## src/rtl/mips_multicycle_ctrl.sv

```systemverilog
// +----------------------------------------------------------------------------+
// | mips_multicycle_ctrl                                                       |
// | Moore control FSM for a multi-cycle MIPS datapath with a shared memory    |
// | port, mem_ready handshake, wait-timeout bus error and sticky HALT.        |
// | Optional: `define ILLEGAL_TRAP_EN to trap unknown opcodes (illegal_op).   |
// | Revision: 1.0                                                              |
// +----------------------------------------------------------------------------+
`default_nettype none

module mips_multicycle_ctrl #(
  parameter int WAIT_LIMIT = 16,
  parameter int WAIT_W     = 5
) (
  input  logic       clk,
  input  logic       rst,
  input  logic [5:0] opCode,
  input  logic [5:0] funct,
  input  logic       zero,
  input  logic       mem_ready,
  output logic [1:0] ALUcontrol,
  output logic [1:0] regWriteDataSel,
  output logic [1:0] regIn,
  output logic [1:0] pcSel,
  output logic       aluIn,
  output logic       IorD,
  output logic       irWrite,
  output logic       pcWrite,
  output logic       memRead,
  output logic       memWrite,
  output logic       regWrite,
  output logic       retire,
`ifdef ILLEGAL_TRAP_EN
  output logic       illegal_op,
`endif
  output logic       bus_err
);

  localparam logic [3:0] c_S_IDLE   = 4'd0;
  localparam logic [3:0] c_S_FETCH  = 4'd1;
  localparam logic [3:0] c_S_DECODE = 4'd2;
  localparam logic [3:0] c_S_EXEC_R = 4'd3;
  localparam logic [3:0] c_S_WB_R   = 4'd4;
  localparam logic [3:0] c_S_EXEC_I = 4'd5;
  localparam logic [3:0] c_S_WB_I   = 4'd6;
  localparam logic [3:0] c_S_ADDR   = 4'd7;
  localparam logic [3:0] c_S_MEM_RD = 4'd8;
  localparam logic [3:0] c_S_WB_MEM = 4'd9;
  localparam logic [3:0] c_S_MEM_WR = 4'd10;
  localparam logic [3:0] c_S_BRANCH = 4'd11;
  localparam logic [3:0] c_S_JUMP   = 4'd12;
  localparam logic [3:0] c_S_JAL    = 4'd13;
  localparam logic [3:0] c_S_JR     = 4'd14;
  localparam logic [3:0] c_S_HALT   = 4'd15;

  localparam logic [5:0] c_OP_RTYPE = 6'h00;
  localparam logic [5:0] c_OP_J     = 6'h02;
  localparam logic [5:0] c_OP_JAL   = 6'h03;
  localparam logic [5:0] c_OP_BEQ   = 6'h04;
  localparam logic [5:0] c_OP_BNE   = 6'h05;
  localparam logic [5:0] c_OP_ADDI  = 6'h08;
  localparam logic [5:0] c_OP_SLTI  = 6'h0A;
  localparam logic [5:0] c_OP_LW    = 6'h23;
  localparam logic [5:0] c_OP_SW    = 6'h2B;
  localparam logic [5:0] c_FN_JR    = 6'h08;

  localparam logic [WAIT_W-1:0] c_WAIT_LAST = WAIT_W'(WAIT_LIMIT - 1);

  logic [3:0]        r_state;
  logic [3:0]        w_state_next;
  logic [3:0]        w_decode_next;
  logic              w_known;
  logic              w_waiting;
  logic              w_timeout;
  logic [WAIT_W-1:0] r_wait_cnt;
  logic              r_bus_err;
`ifdef ILLEGAL_TRAP_EN
  logic              r_illegal_op;
`endif

  // Opcode decode; only meaningful while IR holds the fetched word (DECODE onward)
  always_comb begin
    w_known       = 1'b1;
    w_decode_next = c_S_FETCH;
    case (opCode)
      c_OP_RTYPE:       w_decode_next = (funct == c_FN_JR) ? c_S_JR : c_S_EXEC_R;
      c_OP_LW, c_OP_SW: w_decode_next = c_S_ADDR;
      c_OP_ADDI, c_OP_SLTI: w_decode_next = c_S_EXEC_I;
      c_OP_BEQ, c_OP_BNE:   w_decode_next = c_S_BRANCH;
      c_OP_J:           w_decode_next = c_S_JUMP;
      c_OP_JAL:         w_decode_next = c_S_JAL;
      default: begin
        w_known = 1'b0;
`ifdef ILLEGAL_TRAP_EN
        w_decode_next = c_S_HALT;
`else
        w_decode_next = c_S_FETCH;
`endif
      end
    endcase
  end

  assign w_waiting = ((r_state == c_S_FETCH) || (r_state == c_S_MEM_RD) ||
                      (r_state == c_S_MEM_WR)) && !mem_ready;
  assign w_timeout = w_waiting && (r_wait_cnt == c_WAIT_LAST);

  always_comb begin
    w_state_next = r_state;
    case (r_state)
      c_S_IDLE:   w_state_next = c_S_FETCH;
      c_S_FETCH:  w_state_next = mem_ready ? c_S_DECODE : (w_timeout ? c_S_HALT : c_S_FETCH);
      c_S_DECODE: w_state_next = w_decode_next;
      c_S_EXEC_R: w_state_next = c_S_WB_R;
      c_S_WB_R:   w_state_next = c_S_FETCH;
      c_S_EXEC_I: w_state_next = c_S_WB_I;
      c_S_WB_I:   w_state_next = c_S_FETCH;
      c_S_ADDR:   w_state_next = (opCode == c_OP_SW) ? c_S_MEM_WR : c_S_MEM_RD;
      c_S_MEM_RD: w_state_next = mem_ready ? c_S_WB_MEM : (w_timeout ? c_S_HALT : c_S_MEM_RD);
      c_S_WB_MEM: w_state_next = c_S_FETCH;
      c_S_MEM_WR: w_state_next = mem_ready ? c_S_FETCH : (w_timeout ? c_S_HALT : c_S_MEM_WR);
      c_S_BRANCH: w_state_next = c_S_FETCH;
      c_S_JUMP:   w_state_next = c_S_FETCH;
      c_S_JAL:    w_state_next = c_S_FETCH;
      c_S_JR:     w_state_next = c_S_FETCH;
      c_S_HALT:   w_state_next = c_S_HALT;
      default:    w_state_next = c_S_IDLE;
    endcase
  end

  // Wait counter restarts on any state change, so it is zero on entry to each wait state
  always_ff @(posedge clk or posedge rst) begin
    if (rst) begin
      r_state    <= c_S_IDLE;
      r_wait_cnt <= '0;
      r_bus_err  <= 1'b0;
`ifdef ILLEGAL_TRAP_EN
      r_illegal_op <= 1'b0;
`endif
    end else begin
      r_state <= w_state_next;
      if (w_state_next != r_state) begin
        r_wait_cnt <= '0;
      end else if (w_waiting) begin
        r_wait_cnt <= r_wait_cnt + 1'b1;
      end
      if (w_timeout) begin
        r_bus_err <= 1'b1;
      end
`ifdef ILLEGAL_TRAP_EN
      if ((r_state == c_S_DECODE) && !w_known) begin
        r_illegal_op <= 1'b1;
      end
`endif
    end
  end

  assign bus_err = r_bus_err;
`ifdef ILLEGAL_TRAP_EN
  assign illegal_op = r_illegal_op;
`endif

  // mem_ready only qualifies the fetch load strobes and the store retire, never regWrite
  always_comb begin
    ALUcontrol      = 2'd0;
    regWriteDataSel = 2'd0;
    regIn           = 2'd0;
    pcSel           = 2'd0;
    aluIn           = 1'b0;
    IorD            = 1'b0;
    irWrite         = 1'b0;
    pcWrite         = 1'b0;
    memRead         = 1'b0;
    memWrite        = 1'b0;
    regWrite        = 1'b0;
    retire          = 1'b0;
    case (r_state)
      c_S_FETCH: begin
        memRead = 1'b1;
        irWrite = mem_ready;
        pcWrite = mem_ready;
      end
      c_S_DECODE: begin
        aluIn = 1'b1;
`ifndef ILLEGAL_TRAP_EN
        retire = !w_known;
`endif
      end
      c_S_EXEC_R: ALUcontrol = 2'd2;
      c_S_WB_R: begin
        regWrite = 1'b1;
        regIn    = 2'd1;
        retire   = 1'b1;
      end
      c_S_EXEC_I: begin
        aluIn      = 1'b1;
        ALUcontrol = (opCode == c_OP_SLTI) ? 2'd3 : 2'd0;
      end
      c_S_WB_I: begin
        regWrite = 1'b1;
        retire   = 1'b1;
      end
      c_S_ADDR: aluIn = 1'b1;
      c_S_MEM_RD: begin
        IorD    = 1'b1;
        memRead = 1'b1;
      end
      c_S_WB_MEM: begin
        regWrite        = 1'b1;
        regWriteDataSel = 2'd1;
        retire          = 1'b1;
      end
      c_S_MEM_WR: begin
        IorD     = 1'b1;
        memWrite = 1'b1;
        retire   = mem_ready;
      end
      c_S_BRANCH: begin
        ALUcontrol = 2'd1;
        pcSel      = 2'd3;
        pcWrite    = (opCode == c_OP_BNE) ? !zero : zero;
        retire     = 1'b1;
      end
      c_S_JUMP: begin
        pcSel   = 2'd1;
        pcWrite = 1'b1;
        retire  = 1'b1;
      end
      c_S_JAL: begin
        pcSel           = 2'd1;
        pcWrite         = 1'b1;
        regWrite        = 1'b1;
        regIn           = 2'd2;
        regWriteDataSel = 2'd2;
        retire          = 1'b1;
      end
      c_S_JR: begin
        pcSel   = 2'd2;
        pcWrite = 1'b1;
        retire  = 1'b1;
      end
      default: ;
    endcase
  end

endmodule

`default_nettype wire
```

## config.mk

```make
export PLATFORM = sky130hd
export DESIGN_NAME = mips_multicycle_ctrl
export DESIGN_NICKNAME = d
export VERILOG_FILES = /design/src/rtl/mips_multicycle_ctrl.sv
export SDC_FILE = /design/constraint.sdc
export NUM_CORES = 1
export LEC_CHECK = 0
export CAP_MARGIN = 20
export CORE_UTILIZATION = 28
export DETAILED_ROUTE_END_ITERATION = 10
export GPL_TIMING_DRIVEN = 0
export MAX_ROUTING_LAYER = met4
export SYNTH_ARGS = -nofsm -noshare
export SYNTH_HDL_FRONTEND = slang
export SYNTH_SLANG_ARGS = --single-unit
```

## constraint.sdc

```tcl
create_clock -name clk -period 2.2 [get_ports clk]
set_clock_uncertainty 0.05 [all_clocks]
set_input_delay 0.33 -clock clk [delete_from_list [all_inputs] [get_ports clk]]
set_output_delay 0.33 -clock clk [all_outputs]
set_load 0.01 [all_outputs]
```

* Yosys cells after proc, flatten, opt, wreduce, memory -nomap -nowiden *
Index checks and enable logic that the tools add are counted.

word-level totals
  bits in writable memories = 0
  bits of input ports = 16
  logic and storage cells = 79
  bits in latches = 0
  memories = 0
  bits in registers = 10
  ROM bits = 0
  output and inout bits = 17

operators by class
  bitwise gates (word level) = 0
  divide/modulo/power cells = 0
  shift operators = 0
  $add $sub $neg = 1
  muxes and demuxes = 27
  multiply operators = 0
  eq/ne operators = 26
  reductions and logical operators = 22
  $lt $le $gt $ge = 0

operator list
  kind                                                                   count
  4-bit one-hot mux with 9 select lines                                  1
  4-bit equality test, second input constant                             8
  4-bit one-hot mux with 6 select lines                                  1
  6-bit by 4-bit equality test with 1-bit output, second input constant  3
  4-bit by 3-bit equality test with 1-bit output, second input constant  4
  4-bit 2-to-1 mux                                                       4
  6-bit by 2-bit equality test with 1-bit output, second input constant  2
  6-bit by 3-bit equality test with 1-bit output, second input constant  2
  6-bit equality test, second input constant                             2
  2-bit one-hot mux with 3 select lines                                  2
  2-bit OR reduction                                                     6
  5-bit 2-to-1 mux                                                       2
  3-bit 2-to-1 mux                                                       3
  9-bit OR reduction                                                     1
  4-bit by 2-bit equality test with 1-bit output, second input constant  2
  1-bit 2-to-1 mux                                                       8
  2-bit one-hot mux with 2 select lines                                  2
  8-bit OR reduction                                                     1
  7-bit OR reduction                                                     1
  6-bit logical NOT                                                      1
  1-bit one-hot mux with 3 select lines                                  2
  3-bit OR reduction                                                     2
  5-bit by 1-bit adder with 5-bit output, second input constant          1
  5-bit by 4-bit equality test with 1-bit output, second input constant  1
  9 further kinds                                                        14

* Depth between registers and ports, before layout *
Gate-level depths: netlist of the first run.

  depth after elaboration = 10
  mapped depth = 10
  depth with buffers taken out = 10

* Worst setup path after synthesis of the first run *
Ideal clock, no wire load.

  kind = reg2reg
  start point = reg r_wait_cnt[0]
  end point = reg r_wait_cnt[4]
  arrival = 2131 ps
  path slack = -68 ps
  buffers on the path = 0
  stages on the path, launching flop included = 10
  setup time = 87 ps
  period minus slack after synthesis = 2268 ps
  cell sequence = dfrtp_1 ha_1 and3_1 ha_1 or4_1 o21ai_0 o221ai_1 mux2i_1 nand4_2 a211oi_2

between the ends
  cells in the longest elaborated chain, start to end = 7

RTL lines
  item                                                           RTL line  RTL
  from (decl)                                                    74        logic [WAIT_W-1:0] r_wait_cnt;
  from (signal assigned)                                         143       r_wait_cnt <= r_wait_cnt + 1'b1;
  5-bit by 4-bit equality test with 1-bit output                 104       assign w_timeout = w_waiting && (r_wait_cnt == c_WAIT_LAST);
  1-bit logical AND                                              104
  3-bit 2-to-1 mux (tied with other cells)                       119       c_S_MEM_WR: w_state_next = mem_ready ? c_S_FETCH : (w_timeout ? c_S_HALT : c_S_MEM_WR);
  4-bit 2-to-1 mux (tied with other cells)                       119
  4-bit one-hot mux with 9 select lines                          108       case (r_state)
  4-bit inequality test                                          140       if (w_state_next != r_state) begin
  5-bit 2-to-1 mux / 2-bit nonzero test (equally long branches)  n/a

Parallel ways exist; a longest one is shown, timed or not. The select of a mux whose other input is x is not followed.
A chain may end at the register's enable or synchronous reset.

* Final worst setup path of the first run *
  start point = reg r_wait_cnt[1]
  end point = reg r_wait_cnt[4]

Same word-level chain as after synthesis.

==> flow_summary.json, run 1 <==
{
  "h-tree-depth": 1,
  "fin_ws_ns": -0.1129,
  "powerDensity_nw_per_um2": 944.5,
  "synth-main-ff-cell": "dfrtp_1",
  "grt_usage_pct": 19.06,
  "violations": "negative setup slack",
  "drive_gt1_share_pct": 29.74,
  "area_growth_pct": 61.05,
  "routabilityCongestion": 0.9386,
  "instances_no_fill": 243,
  "drt_pre_antenna_iters": 4,
  "crit_arrival_ns": 2.43,
  "start_kind": "flop",
  "clock_latency_ns": 0.25,
  "finalSetupViolCount": 5,
  "antenna_found_initial": 0,
  "wire_per_inst_um": 14.37,
  "yosys_register_bits": 10,
  "drt-total-wl_um": 3493,
  "rsz0062_at_grt": "true",
  "async_flop_share_pct": 100.0,
  "die_height_um": 65.10,
  "syn_inst": 151,
  "fin_util_pct": 47.96,
  "path_max_fanout": 5,
  "outcome": "finished with violations",
  "cts.clk_slew.worst_paths_ns": 0.06,
  "critical_path_class": "flop to flop",
  "drt_iter0_markers": 47,
  "max_cap_violations": 0,
  "antenna_cells": 0,
  "synth_nets": 169,
  "p_leak_nw": 0.8555,
  "hold_class": "input port to async pin",
  "numCtsBuffers": 3,
  "clock.fmax_mhz": 432.4,
  "yosys_warnings": 0,
  "seq_area_frac_synth_pct": 22.45,
  "regArea_sq_um": 250.2,
  "io_pins": 33,
  "clock_path_buffers": 2,
  "yosysTopAreaCell": "dfrtp_1",
  "grt_pass1_vias": 1247,
  "dp_hpwl_um": 2385,
  "tns_ns": -0.3711,
  "synth_top_area_share_pct": 22.45,
  "cts_tree": "done",
  "ys_types": 47,
  "power_mw": 1.696,
  "nFillCells": 388,
  "avgViaCountPerCell": 5.148,
  "place_ws_ns": -0.8514,
  "syn_avg_cell_area_sq_um": 7.383,
  "portBuffers": 30,
  "row_count": 22,
  "period_share_pct": 105.1,
  "placed_cells": 229,
  "die-area_sq_um": 4238,
  "grt_max_degree": 11,
  "hold_violations": 0,
  "tightest_slew_ns": 0.5245,
  "synth_edf_count": 0,
  "multiInputGateArea_sq_um": 934.6,
  "cts_root_buf": "clkbuf_8",
  "period_needed_ns": 2.313,
  "drv_slew": 0,
  "grt_pass1_wl_um": 6003,
  "vdd_drop_max_uv": 704.3,
  "end_kind": "flop",
  "fin_nets": 214,
  "cts_sinks": 10,
  "fp.dieW_um": 65.10,
  "relSlewSlack_pct": 64.58,
  "vias": 1251,
  "fp.coreArea_sq_um": 3744,
  "drc": 0,
  "synth_area_leaders": "dfrtp_1, nor2_1, nand2_1, nor3_1, o21ai_0",
  "required_ns": 2.32,
  "ant_nets": 0,
  "synth.cell_area_sq_um": 1115,
  "ctsHoldBuffers": 0,
  "globalRoute.totalOverflow": 0,
  "initial_core_util_pct": 29.78
}
per-stage QoR:
| stage | hold WS (ns) | instance area [sq um] |
|---|---|---|
| final | 0.3117 | 1795 |
| after global routing | 0.3657 | 1795 |
| after CTS | 0.3292 | 1763 |
| after detailed placement | 0.4252 | 1501 |
| after global placement | 0.3910 | 1501 |
| after floorplan | 0.1202 | 1141 |
per-layer routing:
metal	part of all wire (%)	vias up	wire [um]	global-route usage [%]
met4	2.1	0	74	7.880
met2	47	34	1654	29.43
li1	-	621	-	-
met3	5.1	7	179	2.431
met5	0	-	0	-
met1	45	589	1585	25.19
path summary, 6_finish.rpt:
check | from | end | cells past startpoint | slack, ns
worst max-delay path | r_wait_cnt[1]$_DFFE_PP0P_ | r_wait_cnt[4]$_DFFE_PP0P_ | 9 | -0.11
worst max register to register | r_wait_cnt[1]$_DFFE_PP0P_ | r_wait_cnt[4]$_DFFE_PP0P_ | 9 | -0.11
worst min-delay path | rst | r_state[3]$_DFF_PP0_ | 2 | 0.31
max in group asynchronous | rst | r_wait_cnt[0]$_DFFE_PP0P_ | 2 | 1.51
worst min register to register | bus_err$_DFFE_PP0P_ | bus_err$_DFFE_PP0P_ | 1 | 0.44
min in group clk | bus_err$_DFFE_PP0P_ | bus_err$_DFFE_PP0P_ | 1 | 0.44
worst max-delay path, stage by stage, from the launching register on:
cell      delay [ns]
dfrtp_1         0.38
ha_2            0.19
and3_4          0.18
ha_4            0.17
or4_4           0.43
o21ai_4         0.10
o221ai_4        0.13
mux2i_2         0.26
nand4_4         0.17
a211oi_2        0.17
Yosys cell counts (7+ instances only):
cell and count:
a21oi_1 9, dfrtp_1 10, nor3_1 10, nor2_1 17
nand2_1 16, o21ai_0 10, clkbuf_1 7, inv_1 8
power breakdown:
group | switching, mW | internal (mW)
Clock | 0.0870 | 0.158
Sequential | 0.0172 | 0.219
Combinational | 0.659 | 0.555
layout by cell type (no fill, tap or decap), drive strengths merged, types with 2 or more instances in the layout:
cell,instances
or2,2
a21oi,11
nand2,16
o21a,4
nand4,2
nor2,17
dlymetal6s2s,7
and3,2
clkdlybuf4s50,10
nor3,10
xor2,3
nor2b,4
dlygate4sd2,8
o31ai,2
or4b,2
clkbuf,12
buf,17
nand3,4
nand2b,4
inv,8
xnor2,6
o41ai,3
o211ai,2
ha,2
dfrtp,10
o21ai,10
kinds of logic after synthesis:
family / share of synthesized area [%]
AOI/OAI and AO/OA: 26.26
xor gates and xnor gates: 8.418
adders and majority gates: 2.244
buffers and inverters: 7.295
DFF: 22.45
muxes: 0.8979
and+or+nand+nor: 32.44
flip-flops by register name, summed over array words and instances, names as in the netlist:
signal	cells
r_state	4
r_wait_cnt	5
bus_err	1
layout make-up:
type / count / area share, %
Multi-Input combinational cell: 122 / 52.06
Timing Repair Buffer: 40 / 20.28
Sequential cell: 10 / 13.94
Buffer: 11 / 5.645
Tap cell: 48 / 3.345
Clock buffer: 4 / 3.066
Inverter: 8 / 1.672
what timing repair did:
action | in CTS | in global routing
endpoints found under the setup margin | 20 | 15
pin swaps | 6 | 8
buffers inserted | 8 | 2
endpoints found under the hold margin | 0 | 0
resized for setup | 53 | 25
No activity file was read; power rests on OpenSTA's default activity.
==> inputs of run 2 (changes only) <==
Settings changed: CAP_MARGIN 20 to 0, SLEW_MARGIN from default to 20.
==> results of run 2 <==
No change in the layout: final DEF, timing and power equal those of run 1.
